## config.mk

```make
export PLATFORM = sky130hd
export DESIGN_NAME = sc_mul_rr_scheduler_flat
export DESIGN_NICKNAME = d
export VERILOG_FILES = /design/src/rtl/sc_mul_rr_scheduler_if.sv /design/src/rtl/sc_mul_rr_scheduler.sv /design/src/flat_wrapper.sv
export SDC_FILE = /design/constraint.sdc
export NUM_CORES = 1
export LEC_CHECK = 0
export CAP_MARGIN = 20
export CORE_UTILIZATION = 40
export CTS_CLUSTER_DIAMETER = 30
export CTS_CLUSTER_SIZE = 8
export DETAILED_ROUTE_END_ITERATION = 6
export PLACE_DENSITY = 0.82
export SLEW_MARGIN = 20
export SYNTH_ARGS = -nofsm -noshare
export SYNTH_HDL_FRONTEND = slang
export SYNTH_SLANG_ARGS = --single-unit
```

## constraint.sdc

```tcl
create_clock -name clk -period 3.7 [get_ports clk]
set_input_delay 0.74 -clock clk [delete_from_list [all_inputs] [get_ports clk]]
set_output_delay 0.74 -clock clk [all_outputs]
set_load 0.01 [all_outputs]
```

## src/rtl/sc_mul_rr_scheduler_if.sv

```systemverilog
// rtl/sc_mul_rr_scheduler_if.sv - request, multiplier and response bundle for the shared SC multiplier scheduler
interface sc_mul_rr_scheduler_if #(
    parameter int DATA_WIDTH = 16,
    parameter int NUM_REQ    = 4,
    parameter int ID_W       = 2
);
    logic [NUM_REQ-1:0]            req_valid;
    logic [NUM_REQ-1:0]            req_ready;
    logic [NUM_REQ*DATA_WIDTH-1:0] req_a;
    logic [NUM_REQ*DATA_WIDTH-1:0] req_b;
    logic [DATA_WIDTH-1:0]         mul_a;
    logic [DATA_WIDTH-1:0]         mul_b;
    logic                          mul_start;
    logic [2*DATA_WIDTH-1:0]       mul_result;
    logic                          rsp_valid;
    logic                          rsp_ready;
    logic [ID_W-1:0]               rsp_id;
    logic [2*DATA_WIDTH-1:0]       rsp_result;
    logic                          busy;

    modport master (
        output req_valid, req_a, req_b, mul_result, rsp_ready,
        input  req_ready, mul_a, mul_b, mul_start, rsp_valid, rsp_id, rsp_result, busy
    );

    modport slave (
        input  req_valid, req_a, req_b, mul_result, rsp_ready,
        output req_ready, mul_a, mul_b, mul_start, rsp_valid, rsp_id, rsp_result, busy
    );
endinterface

```

## src/rtl/sc_mul_rr_scheduler.sv

```systemverilog
// rtl/sc_mul_rr_scheduler.sv - round-robin sharing of one multi-cycle SC multiplier among NUM_REQ requesters
module sc_mul_rr_scheduler #(
    parameter int DATA_WIDTH  = 16,
    parameter int NUM_REQ     = 4,
    parameter int ID_W        = 2,
    parameter int MUL_LATENCY = 16
) (
    input  logic                     clk,
    input  logic                     rst,
    sc_mul_rr_scheduler_if.slave     bus
);
    localparam int CNT_W = $clog2(MUL_LATENCY + 1);

    typedef enum logic [1:0] {IDLE, RUN, RESP} state_t;

    state_t          state;
    state_t          state_next;
    logic [ID_W-1:0] last;
    logic [ID_W-1:0] winner;
    logic            found;
    logic [CNT_W-1:0] cnt;
    logic [ID_W:0]   scan_sum;
    logic [ID_W-1:0] scan_idx;

    // Scan from farthest to nearest so the nearest valid requester after last wins.
    always_comb begin
        winner   = '0;
        found    = 1'b0;
        scan_sum = '0;
        scan_idx = '0;
        for (int k = NUM_REQ; k >= 1; k--) begin
            scan_sum = {1'b0, last} + (ID_W+1)'(k);
            if (scan_sum >= (ID_W+1)'(NUM_REQ)) begin
                scan_sum = scan_sum - (ID_W+1)'(NUM_REQ);
            end
            scan_idx = scan_sum[ID_W-1:0];
            if (bus.req_valid[scan_idx]) begin
                winner = scan_idx;
                found  = 1'b1;
            end
        end
    end

    always_comb begin
        bus.req_ready = '0;
        if (state == IDLE && found && !rst) begin
            bus.req_ready[winner] = 1'b1;
        end
    end

    always_comb begin
        state_next = state;
        case (state)
            IDLE:    if (found) state_next = RUN;
            RUN:     if (cnt == CNT_W'(1)) state_next = RESP;
            RESP:    if (bus.rsp_ready) state_next = IDLE;
            default: state_next = IDLE;
        endcase
    end

    always_ff @(posedge clk or posedge rst) begin
        if (rst) begin
            state <= IDLE;
        end else begin
            state <= state_next;
        end
    end

    always_ff @(posedge clk or posedge rst) begin
        if (rst) begin
            last           <= ID_W'(NUM_REQ - 1);
            cnt            <= '0;
            bus.mul_a      <= '0;
            bus.mul_b      <= '0;
            bus.mul_start  <= 1'b0;
            bus.rsp_valid  <= 1'b0;
            bus.rsp_id     <= '0;
            bus.rsp_result <= '0;
            bus.busy       <= 1'b0;
        end else begin
            bus.mul_start <= 1'b0;
            case (state)
                IDLE: begin
                    if (found) begin
                        bus.mul_a     <= bus.req_a[winner*DATA_WIDTH +: DATA_WIDTH];
                        bus.mul_b     <= bus.req_b[winner*DATA_WIDTH +: DATA_WIDTH];
                        bus.rsp_id    <= winner;
                        last          <= winner;
                        cnt           <= CNT_W'(MUL_LATENCY);
                        bus.mul_start <= 1'b1;
                        bus.busy      <= 1'b1;
                    end
                end
                RUN: begin
                    cnt <= cnt - 1'b1;
                    // Operands have now been held for MUL_LATENCY cycles.
                    if (cnt == CNT_W'(1)) begin
                        bus.rsp_result <= bus.mul_result;
                        bus.rsp_valid  <= 1'b1;
                    end
                end
                RESP: begin
                    if (bus.rsp_ready) begin
                        bus.rsp_valid <= 1'b0;
                        bus.busy      <= 1'b0;
                    end
                end
                default: ;
            endcase
        end
    end
endmodule

```

## src/flat_wrapper.sv

```systemverilog
// flat-port wrapper written by rule: the top's interface ports become plain ports
module sc_mul_rr_scheduler_flat 
#(
    parameter int DATA_WIDTH  = 16,
    parameter int NUM_REQ     = 4,
    parameter int ID_W        = 2,
    parameter int MUL_LATENCY = 16
)
  (clk, rst, bus_req_valid, bus_req_a, bus_req_b, bus_mul_result, bus_rsp_ready, bus_req_ready, bus_mul_a, bus_mul_b, bus_mul_start, bus_rsp_valid, bus_rsp_id, bus_rsp_result, bus_busy);
  sc_mul_rr_scheduler_if #(.DATA_WIDTH(DATA_WIDTH), .NUM_REQ(NUM_REQ), .ID_W(ID_W)) bus_i ();
  input  logic clk;
  input  logic rst;
  input wire logic [$bits(bus_i.req_valid)-1:0] bus_req_valid;
  input wire logic [$bits(bus_i.req_a)-1:0] bus_req_a;
  input wire logic [$bits(bus_i.req_b)-1:0] bus_req_b;
  input wire logic [$bits(bus_i.mul_result)-1:0] bus_mul_result;
  input wire logic [$bits(bus_i.rsp_ready)-1:0] bus_rsp_ready;
  output wire logic [$bits(bus_i.req_ready)-1:0] bus_req_ready;
  output wire logic [$bits(bus_i.mul_a)-1:0] bus_mul_a;
  output wire logic [$bits(bus_i.mul_b)-1:0] bus_mul_b;
  output wire logic [$bits(bus_i.mul_start)-1:0] bus_mul_start;
  output wire logic [$bits(bus_i.rsp_valid)-1:0] bus_rsp_valid;
  output wire logic [$bits(bus_i.rsp_id)-1:0] bus_rsp_id;
  output wire logic [$bits(bus_i.rsp_result)-1:0] bus_rsp_result;
  output wire logic [$bits(bus_i.busy)-1:0] bus_busy;
  assign bus_i.req_valid = bus_req_valid;
  assign bus_i.req_a = bus_req_a;
  assign bus_i.req_b = bus_req_b;
  assign bus_i.mul_result = bus_mul_result;
  assign bus_i.rsp_ready = bus_rsp_ready;
  assign bus_req_ready = bus_i.req_ready;
  assign bus_mul_a = bus_i.mul_a;
  assign bus_mul_b = bus_i.mul_b;
  assign bus_mul_start = bus_i.mul_start;
  assign bus_rsp_valid = bus_i.rsp_valid;
  assign bus_rsp_id = bus_i.rsp_id;
  assign bus_rsp_result = bus_i.rsp_result;
  assign bus_busy = bus_i.busy;
  sc_mul_rr_scheduler #(.DATA_WIDTH(DATA_WIDTH), .NUM_REQ(NUM_REQ), .ID_W(ID_W), .MUL_LATENCY(MUL_LATENCY)) u_core (.clk(clk), .rst(rst), .bus(bus_i));
endmodule
```

; ---- Word-level counts from Yosys, hierarchy flattened
; Cells that the tools add are included.
[classes]
n_lt_le_gt_ge = 10
mux = 36
shifts = 2
addsub = 9
eq_ne = 6
reduce_logical = 14
[ops]
columns = operator, n
row1 = indexed part select 64 x 7 -> 16 bit, 2
row2 = 2-to-1 mux 2 bit, 11
row3 = "less-than comparator 2 x 3 -> 1 bit, second input constant", 5
row4 = 2-to-1 mux 1 bit, 14
row5 = ">= comparator 3 bit, second input constant", 4
row6 = case mux 5 bit (2 select lines), 1
row7 = AND reduction 3 bit, 3
row8 = binary-select mux 1 bit (select 2 bit), 4
row9 = "subtractor 2 x 1 -> 2 bit, second input constant", 4
row10 = "adder 2 x 2 -> 3 bit, second input constant", 2
row11 = case mux 2 bit (3 select lines), 1
row12 = AND reduction 2 bit, 3
row13 = nonzero test 2 bit, 3
row14 = "equality test 5 x 1 -> 1 bit, second input constant", 1
row15 = 2-to-1 mux 5 bit, 1
row16 = "subtractor 5 x 1 -> 5 bit, second input constant", 1
row17 = 2-to-1 mux 4 bit, 1
row18 = "!= test 2 x 1 -> 1 bit, second input constant", 2
row19 = case mux 1 bit (2 select lines), 2
row20 = "adder 2 x 1 -> 3 bit, second input constant", 1
row21 = "adder 2 x 3 -> 3 bit, second input constant", 1
row22 = logical AND 1 bit, 3
row23 = demux 1 bit (select 2 bit), 1
row24 = "equality test 2 x 1 -> 1 bit, second input constant", 1
row25 = 5 further kinds, 5
[word_totals]
out_inout_bits = 73
register_bits = 78
wordCells = 87
in_bits = 167

; ---- Longest topological paths before layout
[depth]
word_depth = 14
depth_mapped = 7
ltp_nobuf = 6

; ---- Worst setup path before layout
; Ideal clock, no wire load.
[synth_path]
path_type = input-to-output
start = input port rst
end = output port bus_req_ready[0]
path_buffers = 0
stages = 2
t_required_ns = 2.960
arrival_time_ns = 2.796
slack_ns = 0.164
path_cell_list = inv_1 -> and3_1
[synth_via]
elab_chain_cells = 3
[synth_lines]
columns = element, line
row1 = from (decl), flat_wrapper.sv:12  ; input logic rst;
row2 = zero test 1 bit, sc_mul_rr_scheduler.sv:46  ; if (state == IDLE && found && !rst) begin
row3 = logical AND 1 bit, sc_mul_rr_scheduler.sv:46
row4 = 2-to-1 mux 4 bit, sc_mul_rr_scheduler.sv:46
row5 = to (decl), flat_wrapper.sv:18  ; output wire logic [$bits(bus_i.req_ready)-1:0] bus_req_ready;
; No other way between the ends.

; ---- Worst setup path in the final report
[layout_path]
start = input port bus_req_valid[1]
end = output port bus_req_ready[1]
[layout_via]
elab_chain_cells = 11
elab_cells_between_ends = 24
classes_between = 2 x order compare / 19 x mux / 3 x reduce/logical
[layout_lines]
columns = element, line
row1 = from (decl), flat_wrapper.sv:13  ; input wire logic [$bits(bus_i.req_valid)-1:0] bus_req_valid;
row2 = binary-select mux 1 bit (select 2 bit), sc_mul_rr_scheduler.sv:37  ; if (bus.req_valid[scan_idx]) begin
row3 = 2-to-1 mux 1 bit (implied by the code), sc_mul_rr_scheduler.sv:37
row4 = 2-to-1 mux 2 bit (4 in a row), sc_mul_rr_scheduler.sv:37
row5 = less-than comparator 2 x 3 -> 1 bit (implied by the code) / >= comparator 2 x 1 -> 1 bit (equally long branches), sc_mul_rr_scheduler.sv:47  ; bus.req_ready[winner] = 1'b1;
row6 = logical AND 1 bit (implied by the code), sc_mul_rr_scheduler.sv:47
row7 = 2-to-1 mux 1 bit (implied by the code), sc_mul_rr_scheduler.sv:47
row8 = demux 1 bit (select 2 bit), -
row9 = 2-to-1 mux 4 bit *, sc_mul_rr_scheduler.sv:46
; Every way passes the cells marked *; elsewhere a longest branch is shown, timed or not. The select of a mux whose other input is x is not followed.

==> summary.txt <==
Pwr
  • Reg power frac: 31.3%
  • Sw Share: 36.3%
  • Switch Pwr: 0.00177 W
  • Pwr/cell area: 681 mW/mm²
  • Combinational share of power: 54.0%
  • Cell Int Power: 0.00311 W
  • Maximum vdd ir drop: 0.373 mV
  • Clock power share: 14.7%
  • Leakage: 2.97 nW

Worst setup path
  • Setup CP Type: in -> out
  • Worst Reg-to-Reg Cells: 6
  • Required @ worst endpoint: 2960 ps
  • Worst-path cell chain: clkdlybuf4s50_1, nor2_1, or3b_1, a21oi_4, and3_1, clkdlybuf4s50_1
  • Crit. End Element: primary output
  • CP peak stage delay: 570 ps
  • CP max FO: 5
  • Critical path's top delay family: buffers and inverters
  • CP Depth: 6
  • CP Data Arrival Time: 2820 ps
  • CP most frequent cell: clkdlybuf4s50_1
  • Critical Path Start Type: input pin
  • Crit-path slowest cell: clkdlybuf4s50_1
  • Buf+Inv Stages, Crit Path: 2

Route
  • Avg WL per Cell: 18.2 µm
  • Via Count: 4253
  • Iteration count of the initial detailed-routing pass: 5
  • Vias per cell: 5.47
  • WL final: 14100 µm
  • DRC viols: 0
  • DRT antenna net count: 0
  • DR iter-0 viols: 184

Worst hold path
  • Hold Path Cell Cnt: 2
  • Worst Hold Class: reg -> reg

Timing
  • Worst-case clock skew: 11.9 ps
  • Worst rel slew slack: 41.3%
  • Total negative slack: 0 ps
  • Final worst path period share: 96.2%
  • Worst slew pin tran: 881 ps
  • Final Hold Vio Count: 0
  • Final setup viols: 0
  • Final number of max-transition violations: 0
  • Fmax: 0.281 GHz
  • RSZ-0062 raised after global routing: false
  • Minimum clock period: 3560 ps

Clock tree
  • Worst skew pair latency: 350 ps
  • PostCTS Resize Cnt: 0
  • Longest Clk Path Bufs: 2
  • Clk root buf: clkbuf_8
  • Clock transition at path regs: 90 ps
  • Num CTS Buffers: 9
  • Setup bufs post-CTS: 0
  • Htree depth: 3
  • Clock sinks: 78
  • TritonCTS clock tree: done
  • Cts hold-fix bufs: 0

Job
  • Max-cap violations: 0

Finish
  • Multi-input logic area: 0.00230 mm²
  • Area Growth Syn to Fin: 61.8%
  • # diodes: 0
  • Final net count: 801
  • Non-Filler Instances: 777
  • Register area: 0.00195 mm²
  • Fillers: 846
  • Fin util: 66.2%
  • Share of cells above drive strength 1: 15.9%

Synthesis
  • Number of flops mapped to enable cells by yosys: 0
  • Most used DFF post-synth: dfrtp_1
  • Mapped Area: 0.00444 mm²
  • Syn_area_per_cell: 11.1 µm²
  • Post-synthesis register bit count: 78
  • Synth Warn #: 0
  • Post-synth ARST share: 100%
  • Mapped Cells: 401
  • Distinct cells, synth: 40
  • Seq/Total Area, Yosys: 44.0%
  • Syn nets: 570

Floorplan
  • Die footprint: 0.0115 mm²
  • Initial core utilization: 40.9%
  • Placeable Area: 0.0108 mm²
  • FP Rows: 38
  • Die Y: 107 µm
  • Die Wd: 107 µm
  • I/O Pins: 240

Global route
  • Vias in the first global route: 4159
  • Gr usage total: 23.9%
  • First-pass GRT wire length: 20900 µm
  • Largest net degree at the start of global routing: 71
  • Initial antenna violation count: 0
  • Grt total ovfl: 0

Placed design
  • Gpl congestion: 0.826
  • PortBufs: 239
  • HPWL Detailed: 10200 µm
  • Placed insts: 761

Run status
  • Status: finished clean
==> synth_stat cells (2+ instances only) <==
master | count | area share [%]
a21oi_1 | 2 | 0.23
nor2b_1 | 2 | 0.28
nand2b_1 | 4 | 0.56
nand3_1 | 4 | 0.45
dfstp_2 | 2 | 1.2
o211ai_1 | 6 | 1.0
o21ai_0 | 19 | 2.1
o211ai_2 | 26 | 7.3
buf_12 | 2 | 0.90
o21ai_1 | 20 | 2.3
nand2_1 | 43 | 3.6
a21oi_2 | 2 | 0.39
and3_1 | 2 | 0.28
inv_1 | 4 | 0.34
clkbuf_1 | 19 | 1.6
mux2i_1 | 32 | 7.2
and4_1 | 32 | 6.3
ha_1 | 2 | 0.56
dfrtp_1 | 76 | 43
nor2_1 | 7 | 0.59
mux2_2 | 32 | 8.1
buf_2 | 12 | 1.4
o31a_1 | 32 | 6.3
nor3_1 | 3 | 0.34
==> power groups by stage <==
stage	sequential, W	clock (W)	combinational [W]
4_1_cts	0.00153	0.000735	0.00265
6_report	0.00153	0.000717	0.00264
2_1_floorplan	0.00168	0	0.00127
5_1_grt	0.00157	0.000772	0.00282
3_5_place_dp	0.00154	0	0.00265
3_3_place_gp	0.00152	0	0.00257
==> flip-flops by register name, indices dropped and copies added (netlist names) <==
| signal | count |
|---|---|
| u_core.bus.rsp_result | 32 |
| u_core.bus.mul_a | 16 |
| u_core.bus.mul_b | 16 |
| u_core.cnt | 5 |
| u_core.bus.rsp_id | 2 |
| u_core.last | 2 |
| u_core.state | 2 |
| u_core.bus.busy | 1 |
| u_core.bus.mul_start | 1 |
| u_core.bus.rsp_valid | 1 |
==> final timing paths <==
check,from,to,slack (ps)
worst min-delay path,u_core.bus.rsp_id[1]$_DFFE_PP0P_,u_core.bus.rsp_id[1]$_DFFE_PP0P_,500
max in group asynchronous,rst,u_core.bus.rsp_result[14]$_DFFE_PP0P_,1920
worst min register to register,u_core.bus.rsp_id[1]$_DFFE_PP0P_,u_core.bus.rsp_id[1]$_DFFE_PP0P_,500
worst max register to register,u_core.last[0]$_DFFE_PP1P_,u_core.bus.mul_a[15]$_DFFE_PP0P_,1540
min in group asynchronous,rst,u_core.bus.mul_b[8]$_DFFE_PP0P_,670
worst max-delay path,bus_req_valid[1],bus_req_ready[1],140
==> per-stage QoR <==
step | area (µm²) | power (W) | setup WS (ps) | hold WS [ps]
4_1_cts | 7170 | 0.00491 | 93.1 | 501
5_1_grt | 7180 | 0.00517 | 23.2 | 522
3_3_place_gp | 6950 | 0.00409 | 186 | 467
2_1_floorplan | 4440 | 0.00295 | 164 | 481
3_5_place_dp | 6950 | 0.00419 | 107 | 479
6_report | 7180 | 0.00489 | 140 | 504
==> cell families (layout without fill, tap and decap cells) <==
logic type / count (synthesis) / after routing / synth area share (%)
xor+xnor: 2 / 2 / 0.395
simple gates: 104 / 104 / 14.1
compound gates: 112 / 112 / 20.8
mux: 64 / 64 / 15.3
fa+ha+maj: 2 / 2 / 0.564
buf+inv: 39 / 275 / 4.79
flops: 78 / 78 / 44.0
==> cell usage in the layout (no fill, tap or decap), types with 2 or more instances in the layout <==
| master | n |
|---|---|
| a21oi_1 | 2 |
| a21oi_4 | 2 |
| and3_1 | 2 |
| and4_1 | 32 |
| buf_4 | 16 |
| bufinv_16 | 2 |
| clkbuf_8 | 9 |
| clkdlybuf4s50_1 | 239 |
| clkinvlp_4 | 2 |
| dfrtp_1 | 76 |
| dfstp_2 | 2 |
| ha_1 | 2 |
| inv_1 | 3 |
| inv_6 | 2 |
| mux2_2 | 32 |
| mux2i_1 | 32 |
| nand2_1 | 43 |
| nand2b_1 | 4 |
| nand3_1 | 4 |
| nor2_1 | 7 |
| nor2b_1 | 2 |
| nor3_1 | 3 |
| o211ai_1 | 6 |
| o211ai_2 | 26 |
| o21ai_0 | 19 |
| o21ai_1 | 18 |
| o21ai_2 | 2 |
| o31a_1 | 32 |
==> layer usage <==
layer | wire length (µm) | part of all wire (%) | global-route usage, %
met2 | 6910 | 49 | 41.8
met3 | 1200 | 8.5 | 5.39
met1 | 5740 | 41 | 27.8
met5 | 0 | 0 | 0
met4 | 271 | 1.9 | 10.7
==> worst register-to-register path, cell delays in order, from the launching register on <==
cell	delay (ps)
dfstp_2	590
nor2b_4	70
o21a_4	220
nor3_4	200
buf_4	440
mux2i_1	410
o211ai_2	100
==> layout make-up <==
cell class | instances | share of cell area (%)
flip-flops and latches | 78 | 27.2
well taps | 140 | 2.44
clock buffers | 10 | 1.78
clock inverters | 6 | 1.29
inverters | 4 | 0.227
multi-input cells | 284 | 32.0
repair buffers | 255 | 35.0
Power figures use the tool's default switching activity.
